`src/rtl/status_event_monitor.sv`:
```
// Per-channel event monitor: synchronises event inputs, counts rising edges with saturation,
// keeps sticky event/overflow flags and exposes a software-triggered counter snapshot.
module status_event_monitor #(
  parameter int unsigned NUM_CH      = 4,
  parameter int unsigned DATA_WIDTH  = 8,
  parameter int unsigned SYNC_STAGES = 2
) (
  input  logic                             clk_i,
  input  logic                             rst_i,
  input  logic [NUM_CH-1:0]                event_i,
  input  logic [NUM_CH-1:0]                clear_i,
  input  logic                             snap_req_i,
  output logic [DATA_WIDTH*(NUM_CH+2)-1:0] status_bus_o,
  output logic [DATA_WIDTH-1:0]            snap_cnt_o
);

  logic [NUM_CH-1:0]     r_sync [SYNC_STAGES];
  logic [NUM_CH-1:0]     r_prev;
  logic [DATA_WIDTH-1:0] r_cnt  [NUM_CH];
  logic [DATA_WIDTH-1:0] r_snap [NUM_CH];
  logic [NUM_CH-1:0]     r_evt_flag;
  logic [NUM_CH-1:0]     r_ovf_flag;
  logic                  r_snap_prev;
  logic [DATA_WIDTH-1:0] r_snap_cnt;

  logic [NUM_CH-1:0]     w_sync;
  logic [NUM_CH-1:0]     w_edge;
  logic                  w_snap_edge;
  logic [DATA_WIDTH-1:0] w_cnt_d [NUM_CH];
  logic [NUM_CH-1:0]     w_evt_d;
  logic [NUM_CH-1:0]     w_ovf_d;
  logic [DATA_WIDTH-1:0] w_flags;
  logic [DATA_WIDTH-1:0] w_live;

  assign w_sync      = r_sync[SYNC_STAGES-1];
  assign w_edge      = w_sync & ~r_prev;
  assign w_snap_edge = snap_req_i & ~r_snap_prev;

  always_ff @(posedge clk_i) begin
    if (rst_i) begin
      for (int unsigned s = 0; s < SYNC_STAGES; s++) begin
        r_sync[s] <= '0;
      end
      r_prev <= '0;
    end else begin
      r_sync[0] <= event_i;
      for (int unsigned s = 1; s < SYNC_STAGES; s++) begin
        r_sync[s] <= r_sync[s-1];
      end
      r_prev <= w_sync;
    end
  end

  // Clear wins over edges; a saturated counter holds and raises the overflow flag instead.
  always_comb begin
    w_evt_d = r_evt_flag;
    w_ovf_d = r_ovf_flag;
    for (int unsigned c = 0; c < NUM_CH; c++) begin
      w_cnt_d[c] = r_cnt[c];
      if (clear_i[c]) begin
        w_cnt_d[c] = '0;
        w_evt_d[c] = 1'b0;
        w_ovf_d[c] = 1'b0;
      end else if (w_edge[c]) begin
        w_evt_d[c] = 1'b1;
        if (r_cnt[c] != '1) begin
          w_cnt_d[c] = r_cnt[c] + DATA_WIDTH'(1);
        end else begin
          w_ovf_d[c] = 1'b1;
        end
      end
    end
  end

  always_ff @(posedge clk_i) begin
    if (rst_i) begin
      for (int unsigned c = 0; c < NUM_CH; c++) begin
        r_cnt[c] <= '0;
      end
      r_evt_flag <= '0;
      r_ovf_flag <= '0;
    end else begin
      for (int unsigned c = 0; c < NUM_CH; c++) begin
        r_cnt[c] <= w_cnt_d[c];
      end
      r_evt_flag <= w_evt_d;
      r_ovf_flag <= w_ovf_d;
    end
  end

  // Snapshot takes the pre-update counter values, so same-cycle clears/edges are not seen.
  always_ff @(posedge clk_i) begin
    if (rst_i) begin
      for (int unsigned c = 0; c < NUM_CH; c++) begin
        r_snap[c] <= '0;
      end
      r_snap_prev <= 1'b0;
      r_snap_cnt  <= '0;
    end else begin
      r_snap_prev <= snap_req_i;
      if (w_snap_edge) begin
        for (int unsigned c = 0; c < NUM_CH; c++) begin
          r_snap[c] <= r_cnt[c];
        end
        r_snap_cnt <= r_snap_cnt + DATA_WIDTH'(1);
      end
    end
  end

  always_comb begin
    w_flags = '0;
    w_live  = '0;
    for (int unsigned c = 0; c < NUM_CH; c++) begin
      w_flags[c]     = r_evt_flag[c];
      w_flags[4 + c] = r_ovf_flag[c];
      w_live[c]      = w_sync[c];
    end
  end

  // Every byte of the bus is a plain register image; no input reaches it combinationally.
  always_comb begin
    status_bus_o = '0;
    for (int unsigned c = 0; c < NUM_CH; c++) begin
      status_bus_o[c*DATA_WIDTH +: DATA_WIDTH] = r_snap[c];
    end
    status_bus_o[NUM_CH*DATA_WIDTH +: DATA_WIDTH]     = w_flags;
    status_bus_o[(NUM_CH+1)*DATA_WIDTH +: DATA_WIDTH] = w_live;
  end

  assign snap_cnt_o = r_snap_cnt;

endmodule

```
`config.mk`:
```
export PLATFORM = sky130hd
export DESIGN_NAME = status_event_monitor
export DESIGN_NICKNAME = d
export VERILOG_FILES = /design/src/rtl/status_event_monitor.sv
export SDC_FILE = /design/constraint.sdc
export NUM_CORES = 1
export LEC_CHECK = 0
export CAP_MARGIN = 40
export CORE_UTILIZATION = 50
export DETAILED_ROUTE_END_ITERATION = 10
export GPL_TIMING_DRIVEN = 0
export PLACE_DENSITY = 0.72
export SYNTH_ARGS = -nofsm -noshare
export SYNTH_HDL_FRONTEND = slang
export SYNTH_SLANG_ARGS = --single-unit
export TNS_END_PERCENT = 100
```
`constraint.sdc`:
```
create_clock -name clk_i -period 2.8 [get_ports clk_i]
set_input_delay 0.84 -clock clk_i [delete_from_list [all_inputs] [get_ports clk_i]]
set_output_delay 0.84 -clock clk_i [all_outputs]
set_load 0.05 [all_outputs]
```
==> results of run 1 <==
-- logic make-up after synthesis --
family,synth area share [%]
adder cells (fa/ha/maj),1.66
XOR/XNOR,3.95
other,0.0996
buffers and inverters,3.02
AO/OA/AOI/OAI,7.01
AND/OR/NAND/NOR,24.7
flip-flops,58.0
multiplexers,1.60
-- worst max-delay path, delay by kind of cell (launching register included) --
kind	cells	cell delay [ps]
buffers and inverters	2	920
flip-flops	1	390
-- state kept, by name, summed over array words and instances, names as in the netlist --
register and count:
r_cnt 32, r_evt_flag 4, r_ovf_flag 4, r_prev 4, r_snap 32, r_snap_prev 1
r_sync 8, snap_cnt_o 8
-- worst max-delay path by stage --
stage	startpoint	endpoint	cells after the start
2_1_floorplan	rst_i	r_snap[0][0]	3
3_3_place_gp	rst_i	r_snap[3][4]	3
6_report	r_sync[0][4]	status_bus_o[40]	2
4_1_cts	r_sync[0][4]	status_bus_o[40]	2
5_1_grt	r_sync[0][7]	status_bus_o[43]	2
3_5_place_dp	snap_req_i	r_snap[2][4]	4
-- routing by layer --
layer  vias up  GRT usage [%]  routed length, um
met3        12           4.20                360
met2        65           29.7               3070
li1       1373              -                  -
met4         0           9.24                146
met5         -              0                  0
met1      1197           21.8               3020
-- layout make-up --
cell class / count / area [sq um]
Timing Repair Buffer: 61 / 611
Tap cell: 99 / 124
Multi-Input combinational cell: 241 / 1480
Sequential cell: 93 / 2180
Clock inverter: 3 / 45.0
Fill cell: 600 / 2540
Clock buffer: 13 / 159
Buffer: 19 / 110
Inverter: 1 / 3.75
-- cells in the final DEF (no fill, tap or decap), drive strengths merged, types with 8 or more instances in the layout --
master	Yosys	final
clkdlybuf4s50	0	61
dfxtp	61	61
nor2	46	46
and2	33	33
edfxtp	32	32
clkbuf	9	22
xor2	16	16
nor2b	15	15
a21oi	13	13
nand2	13	13
nand3	12	12
nand4	10	10
buf	10	10
and3	8	8
o21ai	8	8
-- where the power goes --
group	leakage (nW)	internal, mW	total (mW)	switching [mW]
sequential	0.843	1.43	1.44	0.0149
combinational	0.820	0.0882	0.269	0.181
clock	0.0959	0.462	0.906	0.444
-- metrics by stage --
step | power (mW) | cell area [sq um] | hold WS (ps)
6_report | 2.62 | 4710 | 443
3_5_place_dp | 1.75 | 4510 | 426
4_1_cts | 2.64 | 4710 | 445
2_1_floorplan | 1.66 | 3780 | 414
5_1_grt | 2.71 | 4710 | 457
3_3_place_gp | 1.74 | 4510 | 418
==> reports/metrics.cfg, run 1 <==
[setup_path]
r2r_end=r_snap[2][2]
path_class=reg2out
crit_path_end_kind=primary output
worstReg2RegStart=r_snap_prev
crit_slowest_cell=clkdlybuf4s50_1
reg2reg_depth=3
worstPathRequired_ps=1960
cp_cell_sequence=buf_4 > clkdlybuf4s50_1
cp_max_fo=5
worst_setup_path_start_kind=flop
slowest_delay_ps=790
reg2reg_slack_ps=1180
arrival_ps=1660

[clock_tree]
clkSinkCount=93
cts_tree=yes
htree_num_levels=3
postCtsSetupBuffers=0
cts_resized=0
hold_buffers=0
clkTransAtPathRegs_ps=80
root_buffer=clkbuf_8
cts_buffers=9
cts_buffer_depth=2
clkLatencyLatePin_ps=360

[synth]
synth_flop_cell=dfxtp_1
synth.top_cell.area_share_pct=32.4
synth-seq-cells=93
synth.most_common_cell=dfxtp_1
synth_cell_types=45
synth-edff-count=32
ys.warnings.count=0
synth_area_leaders=dfxtp_1 (32%), edfxtp_1 (26%), and2_1 (5.3%)
ys_top_cells_by_count=dfxtp_1 (61), nor2_1 (46), and2_1 (32), edfxtp_1 (32), xor2_1 (16)
netlist_instances=351
synth_largest_area_cell=dfxtp_1
synthesis.area_sq_mm=0.00376
synth_async_sr_flop_share_pct=0
ys_seq_area_share_pct=58.0
synth_area_per_cell_sq_um=10.7

[timing]
fin_skew_ps=10.8
min_period_ps=2500
post-route-period-util_pct=89.2
setup_ws_ps=304
setup_viol=0
fmax_mhz=401
rsz0062_at_grt=false
worst_pin_slew_ps=746
relSlewSlack_pct=50.3
setup_tns_ps=0
finalMaxSlewViolations=0
hold_viol=0

[global_routing]
grt_max_degree=33
antenna_found_initial=0
grt_overflow=0
grt_pass1_wl_um=10600
grt_pass1_vias=2326
grt.total_usage_pct=17.9

[final_layout]
stdcell_count=530
final_core_util_pct=65.0
drive_gt1_share_pct=8.35
synthToLayoutAreaGrowth_pct=25.2
diodes=0
nNetsFinal=442

[power]
pwr_density_cell_mw_per_mm2=556
p_leak_nw=1.76
peakVddDrop_v=0.000281

[routing]
first_pass_iters=5
routed_wl_um=6600
drcViolationCount=0
vias=2647
vias_per_cell=4.99
drt_iter0_drc=74
wl_per_cell_um=12.4
ant_nets=0

[placement]
hpwlAfterDp_um=4620
dp_slack_ps=112
gp_congestion=0.824
portBuffers=61
place_inst=514

[hold_path]
min_from=r_sync[0][3]
whs_endpoint=r_sync[0][7]
min_path_type=reg2reg
hold_path_depth=1

[floorplan]
ioPinCount=67
die_height_um=88.8
die_w_um=88.8
start_util_pct=51.9
placementRows=31
core_region_area_sq_mm=0.00725
die_area_sq_mm=0.00788

[run_status]
run_status=finished, final reports clean

[job]
drv_cap=0

Power figures use the tool's default switching activity.
==> run 2, diff against run 1 <==
- CTS_CLUSTER_DIAMETER: not set -> 40
==> results of run 2 <==
The final DEF is identical to that of run 1; final timing and power are the same.
==> run 3, diff against run 2 <==
- CORE_UTILIZATION: 50 -> 52
- CTS_CLUSTER_SIZE: not set -> 20
- PLACE_DENSITY: 0.72 -> 0.75
==> run 3 against run 2 <==
- sequential share of layout area down 0.53 points
- routed wire length grew 4.5%
- clock skew fell by 5.6 ps
- critical path depth did not move
- worst setup slack improved by 7.2 ps
- sequential cell count stayed put
- critical endpoint unchanged
- highest routed layer unchanged
==> reports/metrics.cfg, run 3 (synthesized netlist as in run 1, its figures left out) <==
[routing]
ant_nets=0  ; unchanged
vias_per_cell=5.17  ; was 4.99
wl_per_cell_um=13.1  ; was 12.4 um
routed_wl_um=6890  ; was 6600 um
vias=2725  ; was 2647
drcViolationCount=0  ; unchanged
first_pass_iters=4  ; was 5
drt_iter0_drc=46  ; was 74

[global_routing]
busiest_layer=met2  ; unchanged
grtUsageMet2_pct=32.6  ; was 29.7%
grtUsageMet1_pct=23.7  ; was 21.8%
antenna_found_initial=0  ; unchanged
grt_overflow=0  ; unchanged
grt.total_usage_pct=19.2  ; was 17.9%
use_met3_pct=3.70  ; was 4.20%
grt_pass1_vias=2482  ; was 2326
grt_max_degree=33  ; unchanged
grt_pass1_wl_um=11200  ; was 10600 um

[placement]
portBuffers=61  ; unchanged
hpwlAfterDp_um=4680  ; was 4620 um
gp_congestion=0.848  ; was 0.824
placed_area_sq_mm=0.00451  ; about the same

[timing]
relSlewSlack_pct=51.0  ; was 50.3%
setup_tns_ps=0  ; unchanged
min_period_ps=2490  ; was 2500 ps
worst_pin_slew_ps=735  ; was 746 ps
rsz0062_at_grt=false  ; unchanged
finalMaxSlewViolations=0  ; unchanged
post-route-period-util_pct=88.9  ; was 89.2%
fmax_mhz=402  ; was 401 MHz
fin_skew_ps=5.26  ; was 10.8 ps
setup_viol=0  ; unchanged
hold_viol=0  ; unchanged

[clock_tree]
root_buffer=clkbuf_8  ; unchanged
cts_buffers=9  ; unchanged
clkSinkCount=93  ; unchanged
postCtsSetupBuffers=0  ; unchanged
cts_buffer_depth=2  ; unchanged
clkTransAtPathRegs_ps=90  ; was 80 ps
cts_tree=yes  ; unchanged
cts_resized=0  ; unchanged
clkLatencyLatePin_ps=350  ; was 360 ps
htree_num_levels=3  ; unchanged
hold_buffers=0  ; unchanged

[floorplan]
ioPinCount=67  ; unchanged
start_util_pct=54.5  ; was 51.9%
die_height_um=87.1  ; was 88.8 um
core_region_area_sq_mm=0.00691  ; was 0.00725 sq mm
die_w_um=87.1  ; was 88.8 um
die_area_sq_mm=0.00758  ; was 0.00788 sq mm
placementRows=30  ; was 31

[power]
p_leak_nw=1.79  ; was 1.76 nW
peakVddDrop_v=0.000310  ; was 0.000281 V
pwr_density_cell_mw_per_mm2=598  ; was 556 mW/mm^2
power_mw=2.85  ; was 2.62 mW

[final_layout]
drive_gt1_share_pct=8.58  ; was 8.35%
nNetsFinal=442  ; unchanged
synthToLayoutAreaGrowth_pct=26.7  ; was 25.2%
final_area_sq_mm=0.00477  ; was 0.00471 sq mm
regArea_sq_mm=0.00218  ; unchanged
diodes=0  ; unchanged
final_cell_mix=clkdlybuf4s50_1 (61), dfxtp_1 (61), nor2_1 (46)  ; unchanged
fillerInstances=558  ; was 600
multi_input_area_sq_mm=0.00148  ; unchanged
reg_top3=r_cnt x32, r_snap x32  ; unchanged

[setup_path]
path_class=reg2out  ; unchanged
crit_path_end_kind=primary output  ; unchanged
worstPathRequired_ps=1960  ; about the same
cp_cell_sequence=buf_4 > clkdlybuf4s50_1  ; unchanged
critical_path_buf_inv_count=2  ; unchanged
slowest_delay_ps=780  ; was 790 ps
worst_setup_path_start_kind=flop  ; unchanged
arrival_ps=1650  ; was 1660 ps
cp_top_family=buffers and inverters  ; unchanged
cp_max_fo=5  ; unchanged
crit_slowest_cell=clkdlybuf4s50_1  ; unchanged

[hold_path]
min_path_type=reg2reg  ; unchanged

[run_status]
run_status=finished, final reports clean  ; unchanged

[job]
drv_cap=0  ; unchanged

## run 3: layout make-up
class                      instances  area share [%]
buffer                            19            2.31
clock buffer                      10            2.68
clock inverter                     6            2.83
inverter                           1          0.0787
multi-input combinational        241            31.0
sequential                        93            45.8
tap                               96            2.52
timing repair buffer              61            12.8
## run 3: report_power, final
group,leakage [nW],switching [mW],total [mW],internal [mW]
clock network,0.123,0.453,1.14,0.683
logic,0.820,0.181,0.269,0.0882
registers,0.843,0.0152,1.44,1.43
total,1.79,0.649,2.85,2.20
## run 3: per-stage QoR
step | setup WS, ps | cells | hold slack, ps | util, %
4_1_cts | 298 | 527 | 442 | 69.1
5_1_grt | 228 | 527 | 455 | 69.1
3_5_place_dp | 91.8 | 511 | 422 | 65.3
3_3_place_gp | 126 | 511 | 419 | 65.3
2_1_floorplan | 561 | 354 | 414 | -
6_report | 311 | 527 | 437 | 69.1
## run 3: worst paths after layout
check / startpoint / end / slack (ps) / cells after the start
worst max-delay path: r_sync[0][4] / status_bus_o[40] / 310 / 2
worst min-delay path: r_sync[0][2] / r_sync[0][6] / 440 / 1
worst max register to register: r_snap_prev / r_snap[2][3] / 1170 / 3
worst min register to register: r_sync[0][2] / r_sync[0][6] / 440 / 1
## run 3: per-layer routing
layer  wire (um)  vias to the layer above
met3         318                       10
met2        3280                       82
li1            -                     1384
met4         113                        0
met1        3180                     1249
met5           0                        -
